`config.mk`:
```
export PLATFORM = sky130hd
export DESIGN_NAME = uart_cmd_decoder_flat
export DESIGN_NICKNAME = d
export VERILOG_FILES = /design/src/rtl/uart_cmd_decoder_if.sv /design/src/rtl/uart_cmd_decoder.sv /design/src/flat_wrapper.sv
export SDC_FILE = /design/constraint.sdc
export NUM_CORES = 1
export LEC_CHECK = 0
export ABC_CLOCK_PERIOD_IN_PS = 4500
export CAP_MARGIN = 20
export CORE_MARGIN = 5
export CORE_UTILIZATION = 62
export CTS_BUF_LIST = sky130_fd_sc_hd__clkbuf_4 sky130_fd_sc_hd__clkbuf_8
export CTS_CLUSTER_DIAMETER = 30
export CTS_CLUSTER_SIZE = 20
export DETAILED_ROUTE_END_ITERATION = 7
export PLACE_DENSITY_LB_ADDON = 0.25
export RECOVER_POWER = 50
export SLEW_MARGIN = 30
export SYNTH_ARGS = -nofsm -noshare
export SYNTH_HDL_FRONTEND = slang
export SYNTH_SLANG_ARGS = --single-unit
```
`constraint.sdc`:
```
create_clock -name i_Clock -period 4.5 [get_ports i_Clock]
set_input_delay 0.45 -clock i_Clock [delete_from_list [all_inputs] [get_ports i_Clock]]
set_output_delay 0.45 -clock i_Clock [all_outputs]
set_load 0.02 [all_outputs]
```
`src/rtl/uart_cmd_decoder_if.sv`:
```
// Byte stream from the UART receiver into the decoder, and the register-write
// port the decoder drives toward the threshold/config bank.
interface uart_cmd_decoder_if;
  logic        i_Rx_DV_n;
  logic [7:0]  i_Rx_Byte;
  logic        o_Wr_En;
  logic [7:0]  o_Wr_Addr;
  logic [15:0] o_Wr_Data;
  logic        o_Frame_Err;
  logic        o_Busy;

  modport slave (
    input  i_Rx_DV_n,
    input  i_Rx_Byte,
    output o_Wr_En,
    output o_Wr_Addr,
    output o_Wr_Data,
    output o_Frame_Err,
    output o_Busy
  );

  modport master (
    output i_Rx_DV_n,
    output i_Rx_Byte,
    input  o_Wr_En,
    input  o_Wr_Addr,
    input  o_Wr_Data,
    input  o_Frame_Err,
    input  o_Busy
  );
endinterface

```
`src/rtl/uart_cmd_decoder.sv`:
```
// Assembles 5-byte UART command frames (sync, addr, data_h, data_l, xor chk)
// into one-cycle register-write strobes; bad or stalled frames pulse an error.
module uart_cmd_decoder #(
  parameter logic [7:0] SYNC_BYTE    = 8'hAA,
  parameter int         TIMEOUT_CLKS = 43400
) (
  input logic                 i_Clock,
  input logic                 i_Reset_n,
  uart_cmd_decoder_if.slave   bus
);

  localparam int CW = $clog2(TIMEOUT_CLKS + 1);
  localparam logic [CW-1:0] LIMIT = CW'(TIMEOUT_CLKS - 1);

  typedef enum logic [2:0] {
    IDLE,
    ADDR,
    DATA_H,
    DATA_L,
    CHECK
  } state_t;

  state_t        state;
  state_t        state_next;
  logic          r_dv_prev;
  logic          accept;
  logic [CW-1:0] cnt;
  logic [CW-1:0] cnt_next;
  logic [CW-1:0] cnt_inc;
  logic [7:0]    addr_sh;
  logic [7:0]    addr_sh_next;
  logic [15:0]   data_sh;
  logic [15:0]   data_sh_next;
  logic          wr_en_next;
  logic          err_next;
  logic          load_out;

  // A held-low valid counts once: only the falling edge accepts a byte.
  assign accept  = !bus.i_Rx_DV_n && r_dv_prev;
  assign cnt_inc = cnt + 1'b1;

  always_comb begin
    state_next   = state;
    cnt_next     = cnt_inc;
    addr_sh_next = addr_sh;
    data_sh_next = data_sh;
    wr_en_next   = 1'b0;
    err_next     = 1'b0;
    load_out     = 1'b0;

    if (state == IDLE || accept) begin
      cnt_next = '0;
    end

    case (state)
      IDLE: begin
        if (accept && bus.i_Rx_Byte == SYNC_BYTE) begin
          state_next = ADDR;
        end
      end
      ADDR: begin
        if (accept) begin
          addr_sh_next = bus.i_Rx_Byte;
          state_next   = DATA_H;
        end
      end
      DATA_H: begin
        if (accept) begin
          data_sh_next[15:8] = bus.i_Rx_Byte;
          state_next         = DATA_L;
        end
      end
      DATA_L: begin
        if (accept) begin
          data_sh_next[7:0] = bus.i_Rx_Byte;
          state_next        = CHECK;
        end
      end
      CHECK: begin
        if (accept) begin
          if (bus.i_Rx_Byte == (addr_sh ^ data_sh[15:8] ^ data_sh[7:0])) begin
            wr_en_next = 1'b1;
            load_out   = 1'b1;
          end else begin
            err_next = 1'b1;
          end
          state_next = IDLE;
        end
      end
      default: state_next = IDLE;
    endcase

    // The limit is judged on the value the counter is about to take, so the
    // registered error lands exactly TIMEOUT_CLKS cycles after the last byte.
    if (state != IDLE && !accept && cnt_inc == LIMIT) begin
      err_next   = 1'b1;
      state_next = IDLE;
      cnt_next   = '0;
    end
  end

  always_ff @(posedge i_Clock) begin
    if (!i_Reset_n) begin
      state           <= IDLE;
      r_dv_prev       <= 1'b1;
      cnt             <= '0;
      addr_sh         <= '0;
      data_sh         <= '0;
      bus.o_Wr_En     <= 1'b0;
      bus.o_Wr_Addr   <= '0;
      bus.o_Wr_Data   <= '0;
      bus.o_Frame_Err <= 1'b0;
      bus.o_Busy      <= 1'b0;
    end else begin
      state           <= state_next;
      r_dv_prev       <= bus.i_Rx_DV_n;
      cnt             <= cnt_next;
      addr_sh         <= addr_sh_next;
      data_sh         <= data_sh_next;
      bus.o_Wr_En     <= wr_en_next;
      bus.o_Frame_Err <= err_next;
      bus.o_Busy      <= (state_next != IDLE);
      if (load_out) begin
        bus.o_Wr_Addr <= addr_sh;
        bus.o_Wr_Data <= data_sh;
      end
    end
  end

endmodule

```
`src/flat_wrapper.sv`:
```
// flat-port wrapper written by rule: the top's interface ports become plain ports
module uart_cmd_decoder_flat 
#(
  parameter logic [7:0] SYNC_BYTE    = 8'hAA,
  parameter int         TIMEOUT_CLKS = 43400
)
  (i_Clock, i_Reset_n, bus_i_Rx_DV_n, bus_i_Rx_Byte, bus_o_Wr_En, bus_o_Wr_Addr, bus_o_Wr_Data, bus_o_Frame_Err, bus_o_Busy);
  uart_cmd_decoder_if bus_i ();
  input logic i_Clock;
  input logic i_Reset_n;
  input wire logic [$bits(bus_i.i_Rx_DV_n)-1:0] bus_i_Rx_DV_n;
  input wire logic [$bits(bus_i.i_Rx_Byte)-1:0] bus_i_Rx_Byte;
  output wire logic [$bits(bus_i.o_Wr_En)-1:0] bus_o_Wr_En;
  output wire logic [$bits(bus_i.o_Wr_Addr)-1:0] bus_o_Wr_Addr;
  output wire logic [$bits(bus_i.o_Wr_Data)-1:0] bus_o_Wr_Data;
  output wire logic [$bits(bus_i.o_Frame_Err)-1:0] bus_o_Frame_Err;
  output wire logic [$bits(bus_i.o_Busy)-1:0] bus_o_Busy;
  assign bus_i.i_Rx_DV_n = bus_i_Rx_DV_n;
  assign bus_i.i_Rx_Byte = bus_i_Rx_Byte;
  assign bus_o_Wr_En = bus_i.o_Wr_En;
  assign bus_o_Wr_Addr = bus_i.o_Wr_Addr;
  assign bus_o_Wr_Data = bus_i.o_Wr_Data;
  assign bus_o_Frame_Err = bus_i.o_Frame_Err;
  assign bus_o_Busy = bus_i.o_Busy;
  uart_cmd_decoder #(.SYNC_BYTE(SYNC_BYTE), .TIMEOUT_CLKS(TIMEOUT_CLKS)) u_core (.i_Clock(i_Clock), .i_Reset_n(i_Reset_n), .bus(bus_i));
endmodule
```
==> impl_results.md, run 1 <==
- Status: finished clean
- H-tree levels: 3
- WL final: 6701 um
- Clock Tree Root: clkbuf_8
- DRC viols: 0
- Vias per cell: 5.432
- Layout area overhead: 20.59%
- Critical path's slowest cell: nor3_4
- Clk sink count: 71
- Max Buffers Root-to-Sink: 2
- CTS buffer count: 9
- CTS tree: built
- Hold Vio Cnt, Final: 0
- Initial antenna violation count: 0
- Via count: 2390
- DP Area: 3591 um2
- Post-DP HPWL: 4646 um
- Leakage: 0.001441 uW
- Worst Tran Pin Value: 1.487 ns
- Critical path cell sequence: dlygate4sd3_1 -> nor2b_1 -> nand3_1 -> nor3_4 -> buf_4 -> mux2i_1 -> nor2_1
- Die ar.: 6669 um2
- Max_slew headroom: 0.8421%
- Post-synth cell types: 43
- Avg Inst Size Synth: 9.738 um2
- Required @ worst endpoint: 4.67 ns
- CP Class: in2reg
- Share of cells above drive strength 1: 8.108%
- Antenna Nets Post-Route: 0
- Crit path DAT: 3.01 ns
- Synthesized instance count: 327
- Ys Warns: 0
- Top cells by area, synth: dfxtp_1, mux2i_1, nor2_1
- Port buffer count: 37
- Fill cells: 374
- Max Cap Violations: 0
- Post-route minimum period: 2.839 ns
- Routed len/inst: 15.23 um
- CP Max Fanout: 14
- Reg clk slew, reported paths: 0.07 ns
- Starting density of the core: 63.15%
- I/O pin total: 38
- Worst Setup End Kind: flop
- Area leader, netlist: dfxtp_1
- FF+latch count, synth: 71
- RSZ-0062 raised after global routing: no
- PwrDens: 337.2 nW/um2
- Critical Path Start Type: input port
- Vert. Die Dim: 81.67 um
- Post-Syn Area: 3184 um2
- Fin area: 3840 um2
- Syn_nets: 341
- Hold Crit Class: reg2reg
- Setup_tns: 0 ns
- Synth top area share: 44.64%
- Fmax: 352.2 MHz
- DIE WIDTH: 81.67 um
- Seq/Total Area, Yosys: 44.64%
- All-Layer GR Usage: 22.53%
- Endpoints failing setup: 0
- Final nets: 379
- Largest net degree at the start of global routing: 37
- Placer's final routability congestion estimate: 0.8264
- Final worst-path cycle share: 63.10%
- CTS resizes: 0
- # diodes: 0
- Vias in the first global route: 2330
- Final Max Slew Viols: 0
- Core area: 5042 um2
- # rows: 26
- Pre-antenna DRT Iters: 6
- Setup bufs post-CTS: 0
- First DRT Iteration DRCs: 159
- Hold buffers post-CTS: 0
- Worst R2R Path Depth: 6
- Worst IR Drop VDD: 0.0002374 V
- Clock Skew: 0.008478 ns
- CP peak stage delay: 0.64 ns
- Insertion delay to the later sink of the worst-skew pair: 0.34 ns
- GRT overflow: 0
- Global-route wire length before repair: 11270 um
- Worst hold path depth: 2
[power breakdown]
group / switching (uW) / internal, uW / total [uW]
Combinational: 20.8 / 14.5 / 35.3
Sequential: 0.324 / 628 / 629
Clock: 233 / 398 / 631
[cell type report]
class / count / area, um2 / share of cell area, %
clock inverter: 5 / 103.9 / 2.704
sequential: 71 / 1421 / 37.02
inverter: 6 / 22.52 / 0.5865
multi-input combinational: 238 / 1672 / 43.53
tap: 70 / 87.58 / 2.281
timing repair buffer: 39 / 381.6 / 9.938
clock buffer: 11 / 151.4 / 3.943
[synth_stat cells]
cell	instances
or3_4	1
nand2b_1	3
dlygate4sd1_1	1
nor3_4	1
o32ai_1	1
o2111ai_2	1
xnor2_1	26
nand4_1	8
a21oi_1	8
nand2_1	7
and3_1	2
and4_2	1
nand3_4	1
nor4_1	1
o32a_2	1
o21ai_2	1
nand3_1	11
nor4bb_1	2
and2_1	2
nor2_1	70
xor2_1	12
or3_1	4
nor3_2	1
dfxtp_1	71
a21o_1	1
o21bai_4	1
mux2i_1	49
and4_1	1
clkbuf_1	6
buf_4	4
or2_2	1
and3_2	1
a2111oi_4	1
nor2b_1	4
a211oi_1	1
buf_2	1
ha_1	3
o21ai_0	3
inv_1	6
nor3_1	4
o22a_1	1
nor2_2	1
a41oi_2	1
[cell families (layout without fill, tap and decap cells)]
group           after synthesis  in the layout  share of synthesized area, %
mux                          49             49                         15.40
simple gates                127            127                         19.73
xor+xnor                     38             38                         10.45
buf+inv                      18             61                         2.790
fa+ha+maj                     3              3                         1.179
compound gates               21             21                         5.816
flops                        71             71                         44.64
[layout by cell type, fill, tap and decap left out, types with 2 or more instances in the layout]
master	count
a21oi_1	8
nor3_1	4
o21ai_0	3
ha_1	3
nor2_1	71
nor2b_1	4
nand2b_1	3
clkbuf_8	11
mux2i_1	49
dfxtp_1	71
and2_1	2
xor2_1	12
nand3_1	11
nor4bb_1	2
nand4_1	8
clkdlybuf4s50_1	8
or3_1	4
dlygate4sd3_1	29
bufinv_16	3
nand2_1	7
and3_1	2
inv_1	6
xnor2_1	26
[path summary, 6_finish.rpt]
| kind | startpoint | end | slack (ns) |
|---|---|---|---|
| worst max register to register | u_core.r_dv_prev$_SDFF_PN1_ | u_core.bus.o_Wr_Data[2]$_SDFFE_PN0P_ | 1.98 |
| worst max-delay path | bus_i_Rx_DV_n | u_core.bus.o_Wr_Data[2]$_SDFFE_PN0P_ | 1.66 |
| worst min-delay path | u_core.bus.o_Wr_Data[11]$_SDFFE_PN0P_ | u_core.bus.o_Wr_Data[11]$_SDFFE_PN0P_ | 0.49 |
| worst min register to register | u_core.bus.o_Wr_Data[11]$_SDFFE_PN0P_ | u_core.bus.o_Wr_Data[11]$_SDFFE_PN0P_ | 0.49 |
[flip-flops by register name, indices dropped and copies added, names as in the netlist]
| name | count |
|---|---|
| u_core.bus.o_Wr_En | 1 |
| u_core.addr_sh | 8 |
| u_core.bus.o_Wr_Addr | 8 |
| u_core.state | 3 |
| u_core.bus.o_Wr_Data | 16 |
| u_core.bus.o_Frame_Err | 1 |
| u_core.bus.o_Busy | 1 |
| u_core.r_dv_prev | 1 |
| u_core.cnt | 16 |
| u_core.data_sh | 16 |
[metrics by stage]
step / hold slack [ns] / utilization, % / total power, uW / worst slack, ns / instances
final: 0.4944 / 76.15 / 1295 / 1.661 / 440
after global placement: 0.4731 / 71.22 / 678.7 / 1.457 / 424
after detailed placement: 0.4839 / 71.22 / 679.0 / 1.418 / 424
after CTS: 0.5030 / 76.28 / 1306 / 1.760 / 440
after floorplan: 0.4706 / - / 661.1 / 2.421 / 327
after global routing: 0.5326 / 76.15 / 1336 / 1.472 / 440
[critical path, delay by kind of cell]
| kind | cells | cell delay [ns] |
|---|---|---|
| buf+inv | 2 | 0.94 |
| mux | 1 | 0.23 |
| simple gates | 4 | 1.38 |
[layer usage]
layer | up-vias | share of wire (%) | global-route usage [%]
li1 | 1198 | - | -
met1 | 1119 | 47 | 29.81
met2 | 60 | 46 | 34.69
met3 | 13 | 4.4 | 6.140
met4 | 0 | 2.2 | 9.468
met5 | - | 0 | 0
Power figures use the tool's default switching activity.
==> inputs of run 2 (changes only) <==
ABC_CLOCK_PERIOD_IN_PS = 2500   (was 4500)
CORE_UTILIZATION = 52   (was 62)
clock period = 2.5 ns   (was 4.5 ns; I/O delays follow)
==> run 2 against run 1 <==
Effect of this change: clock power rose by 62%; core utilization decreased by 10 points; first-iteration DRC count down 27%; non-clock buffer count increased by 10; design area increased by 1.6%; routed wire length fell by 2.7%; worst hold slack lost 0.0067 ns; largest cell class unchanged.
==> impl_results.md, run 2 (same netlist as run 1, synthesis figures left out) <==
- Share of cells above drive strength 1: 10.53%
- Final Core Density: 65.87%
- Via count: 2399
- Critical path cell sequence: ha_2 -> nand3_4 -> or3_4 -> a2111oi_4 -> o2111ai_2 -> o21bai_4 -> a21oi_1
- Post-route minimum period: 2.284 ns
- Critical Path Source: u_core.cnt[1]$_SDFF_PP0_
- GRT overflow: 0
- Reg clk slew, reported paths: 0.07 ns
- Switching Share: 20.66%
- RSZ-0062 raised after global routing: no
- PwrDens: 569.7 nW/um2
- Clk sink count: 71
- Setup_tns: 0 ns
- All-Layer GR Usage: 18.47%
- Reg power frac: 50.9%
- Critical path's slowest cell: dfxtp_1
- Core area: 5921 um2
- Biggest regs: u_core.bus.o_Wr_Data (16), u_core.cnt (16), u_core.data_sh (16)
- Fill cells: 479
- First DRT Iteration DRCs: 116
- Register area: 1423 um2
- Status: finished clean
- Layout area overhead: 22.48%
- Antenna Nets Post-Route: 0
- Multi-input gate area: 1677 um2
- Final Max Slew Viols: 0
- Hold Crit Class: reg2reg
- Layout Cells excl Fill: 455
- # rows: 28
- Worst Tran Pin Value: 0.7066 ns
- Clock Tree Root: clkbuf_8
- Insertion delay to the later sink of the worst-skew pair: 0.34 ns
- WL final: 6522 um
- Share of total power in the clock network: 45.9%
- Largest net degree at the start of global routing: 50
- I/O pin total: 38
- Commonest non-fill, non-tap cells in the layout: nor2_1, dfxtp_1, mux2i_1
- Overall power: 2222 uW
- Reg-to-reg setup timing slack: 0.22 ns
- Worst IR Drop VDD: 0.0005223 V
- Critical Path Start Type: flop
- Hold buffers post-CTS: 0
- Initial antenna violation count: 0
- Placer's final routability congestion estimate: 0.8484
- Leakage: 0.001461 uW
- Hold Vio Cnt, Final: 0
- Combinational power share: 3.1%
- Final worst-path cycle share: 91.36%
- Max Cap Violations: 0
- Global-route wire length before repair: 11180 um
- Vias in the first global route: 2315
- Endpoints failing setup: 0
- Crit path DAT: 2.49 ns
- H-tree levels: 3
- Die ar.: 7789 um2
- Vias per cell: 5.273
- DP Cell Count: 439
- Max Buffers Root-to-Sink: 2
- Cell Int Power: 1763 uW
- Fmax: 437.8 MHz
- Routed len/inst: 14.33 um
- DRC viols: 0
- CP Capture Point: u_core.cnt[8]$_SDFF_PP0_
- Post-DP HPWL: 4680 um
- Setup bufs post-CTS: 0
- CP Class: reg2reg
- Worst R2R End: u_core.cnt[8]$_SDFF_PP0_
- Starting density of the core: 53.78%
- Worst Setup End Kind: flop
- CP Max Fanout: 8
- Port buffer count: 37
- CP peak stage delay: 0.43 ns
- Max_slew headroom: 52.89%
- CTS buffer count: 9
- DIE WIDTH: 88.26 um
- Hold WS: 0.4876 ns
- Pre-antenna DRT Iters: 5
- Sw Pwr: 459.0 uW
- # diodes: 0
- CTS tree: built
- Final nets: 389
- Worst R2R Path Depth: 7
- Clock Skew: 0.01003 ns
- Required @ worst endpoint: 2.70 ns
- Worst R2R Start: u_core.cnt[1]$_SDFF_PP0_
- Vert. Die Dim: 88.26 um
==> run 2: worst min-delay path by stage <==
stage                                         start                                   end  slack (ns)  cells after the start
2_1_floorplan                             i_Reset_n           u_core.r_dv_prev$_SDFF_PN1_        0.32                      1
3_5_place_dp   u_core.bus.o_Wr_Data[0]$_SDFFE_PN0P_  u_core.bus.o_Wr_Data[0]$_SDFFE_PN0P_        0.49                      2
4_1_cts        u_core.bus.o_Wr_Data[1]$_SDFFE_PN0P_  u_core.bus.o_Wr_Data[1]$_SDFFE_PN0P_        0.51                      2
3_3_place_gp   u_core.bus.o_Wr_Addr[0]$_SDFFE_PN0P_  u_core.bus.o_Wr_Addr[0]$_SDFFE_PN0P_        0.47                      2
5_1_grt                    u_core.cnt[0]$_SDFF_PP0_              u_core.cnt[0]$_SDFF_PP0_        0.52                      1
6_report                   u_core.cnt[0]$_SDFF_PP0_              u_core.cnt[0]$_SDFF_PP0_        0.49                      1
==> run 2: worst max-delay path, delay by kind of cell, from the launching register on <==
| kind | cells | cell delay (ns) |
|---|---|---|
| AO/OA/AOI/OAI | 4 | 0.98 |
| flip-flops | 1 | 0.43 |
| AND/OR/NAND/NOR | 2 | 0.48 |
| adder cells (fa/ha/maj) | 1 | 0.26 |
==> run 2: metrics by stage <==
step                cell area [um2]  setup slack [ns]
floorplan                      3184            0.4213
global placement               3685            0.1391
detailed placement             3685           0.08017
CTS                            3911            0.2169
global route                   3900           0.01953
finish                         3900            0.2159
==> run 2: routing by layer <==
layer	global-route usage, %	wire length (um)
met5	0	0
met3	4.190	319
met1	25.17	3140
met4	7.555	99
met2	28.35	2962
==> run 2: power by group through the flow <==
stage          combinational, uW  clock [uW]  sequential (uW)
2_1_floorplan               32.1           0             1160
3_3_place_gp                69.5           0             1160
3_5_place_dp                69.5           0             1160
4_1_cts                     70.2        1050             1130
5_1_grt                     74.8        1100             1130
6_report                    69.8        1020             1130
==> run 2: layout make-up <==
type / instances / share of cell area [%]
Sequential cell: 71 / 36.48
Tap cell: 75 / 2.406
Clock buffer: 11 / 3.722
Inverter: 6 / 0.5775
Clock inverter: 5 / 2.085
Multi-Input combinational cell: 238 / 42.99
Timing Repair Buffer: 49 / 11.74
==> run 2: repair_timing <==
item | in CTS | in global routing
setup endpoints to repair | 0 | 1
resized for setup | 0 | 2
endpoints found under the hold margin | 0 | 0
==> inputs of run 3 (changes only) <==
CORE_ASPECT_RATIO = 1.75   (was unset)
PLACE_DENSITY_LB_ADDON = 0.2   (was 0.25)
==> run 3 against run 2 <==
Effect of this change: design area decreased by 1.9%; clock power decreased by 17%; non-clock buffer count decreased by 3; sequential cell count unchanged; clock skew decreased by 0.0054 ns; routed wire length increased by 0.78%; critical path depth unchanged; maximum frequency about the same; power decreased by 7.9%.
==> impl_results.md, run 3 (same netlist as run 1, synthesis figures left out) <==
- # diodes: 0
- H-tree levels: 3
- Clk sink count: 71
- GRT overflow: 0
- I/O pin total: 38
- Leakage: 0.001435 uW
- CP Class: reg2reg
- Fin area: 3825 um2
- Layout area overhead: 20.12%
- Register area: 1421 um2
- CTS resizes: 0
- First DRT Iteration DRCs: 66
- Commonest non-fill, non-tap cells in the layout: nor2_1, dfxtp_1, mux2i_1
- Via count: 2383
- Vias per cell: 5.249
- DRC viols: 0
- DR top layer: met4
- Biggest regs: u_core.bus.o_Wr_Data (16), u_core.cnt (16), u_core.data_sh (16)
- Largest net degree at the start of global routing: 27
- Status: finished clean
- Final nets: 386
- PwrDens: 535.2 nW/um2
- Sum of buffers and inverters on the critical path: 0
- DP Area: 3666 um2
- Critical path cell sequence: ha_1 -> nand3_4 -> or3_4 -> a2111oi_4 -> o2111ai_2 -> o21bai_4 -> nor2_1
- Met3 WL: 198 um
- Post-DP HPWL: 4900 um
- Share of cells above drive strength 1: 8.511%
- Hold WS: 0.4882 ns
- Die ar.: 7850 um2
- CP Max Fanout: 8
- Placer's final routability congestion estimate: 0.7608
- Setup bufs post-CTS: 0
- Routed len/inst: 14.48 um
- Pre-antenna DRT Iters: 4
- Port buffer count: 37
- Clock Skew: 0.004674 ns
- Core area: 5926 um2
- Final Worst Setup Slack: 0.2160 ns
- Hold buffers post-CTS: 0
- Final Max Slew Viols: 0
- Final worst-path cycle share: 91.36%
- Required @ worst endpoint: 2.73 ns
- Max Cap Violations: 0
- Max_slew headroom: 54.38%
- Post-route minimum period: 2.284 ns
- Reg clk slew, reported paths: 0.07 ns
- CTS tree: built
- Antenna Nets Post-Route: 0
- Hold Vio Cnt, Final: 0
- Fill cells: 544
- # rows: 37
- WL met2: 3467 um
- Starting density of the core: 53.74%
- Critical Path Start Type: flop
- Critical path's slowest cell: dfxtp_1
- RSZ-0062 raised after global routing: no
- Worst IR Drop VDD: 0.0005397 V
- Insertion delay to the later sink of the worst-skew pair: 0.34 ns
- CTS buffer count: 9
- WL final: 6573 um
- Endpoints failing setup: 0
- Clock Tree Root: clkbuf_8
- Initial antenna violation count: 0
- Vias in the first global route: 2506
- Top delay family on crit path: compound AO/OA/AOI/OAI gates
- Setup_tns: 0 ns
- Global-route wire length before repair: 11500 um
- Dpl ws: 0.1154 ns
- Vert. Die Dim: 113.5 um
- All-Layer GR Usage: 18.60%
- DIE WIDTH: 69.16 um
- Crit path DAT: 2.51 ns
- Worst Tran Pin Value: 0.6843 ns
- CP peak stage delay: 0.43 ns
- Overall power: 2047 uW
- Worst Setup End Kind: flop
- Multi-input gate area: 1667 um2
- Wl on met1: 2622 um
- Hold Crit Class: reg2reg
- Fmax: 437.8 MHz
- Max Buffers Root-to-Sink: 2
==> run 3: changes by cell type in the layout (fill, tap and decap cells not counted), moves of 2 or more <==
| cell | previous run | this run |
|---|---|---|
| clkinv_2 | 1 | 4 |
| dlygate4sd3_1 | 28 | 30 |
| buf_4 | 7 | 4 |
| clkdlybuf4s50_1 | 9 | 7 |
==> run 3: per-layer routing <==
layer | track usage (%) | vias to the layer above
li1 | - | 1206
met1 | 19.23 | 1113
met2 | 32.91 | 46
met3 | 4.762 | 18
met4 | 11.99 | 0
met5 | 0 | -
==> run 3: cell type report <==
| type | instances | share of cell area (%) |
|---|---|---|
| Multi-Input combinational cell | 238 | 43.57 |
| Sequential cell | 71 | 37.16 |
| Timing Repair Buffer | 46 | 11.38 |
| Clock buffer | 10 | 3.435 |
| Tap cell | 78 | 2.552 |
| Clock inverter | 5 | 1.308 |
| Inverter | 6 | 0.5888 |
==> run 3: where the power goes <==
| part | internal, uW | switching, uW | leakage, uW |
|---|---|---|---|
| Clock | 459 | 391 | 0.0000991 |
| Sequential | 1130 | 0.536 | 0.000572 |
| Combinational | 28.5 | 36.4 | 0.000764 |
| Total | 1620 | 428 | 0.00143 |
==> run 3: metrics by stage <==
stage               std cells  utilization [%]
finish                    454            64.55
global route              454            64.55
CTS                       454            64.93
detailed placement        439            61.87
global placement          439            61.87
floorplan                 327                -
==> run 3: final timing paths <==
kind,startpoint,end,slack (ns),cells after the start
worst min-delay path,u_core.bus.o_Wr_Data[3]$_SDFFE_PN0P_,u_core.bus.o_Wr_Data[3]$_SDFFE_PN0P_,0.49,2
worst min register to register,u_core.bus.o_Wr_Data[3]$_SDFFE_PN0P_,u_core.bus.o_Wr_Data[3]$_SDFFE_PN0P_,0.49,2
worst max-delay path,u_core.cnt[0]$_SDFF_PP0_,u_core.cnt[15]$_SDFF_PP0_,0.22,7
worst max register to register,u_core.cnt[0]$_SDFF_PP0_,u_core.cnt[15]$_SDFF_PP0_,0.22,7
==> run 3: worst min-delay path, delay by kind of cell (launching register included) <==
kind | cells | cell delay, ns
muxes | 1 | 0.06
and+or+nand+nor | 1 | 0.07
DFF | 1 | 0.32
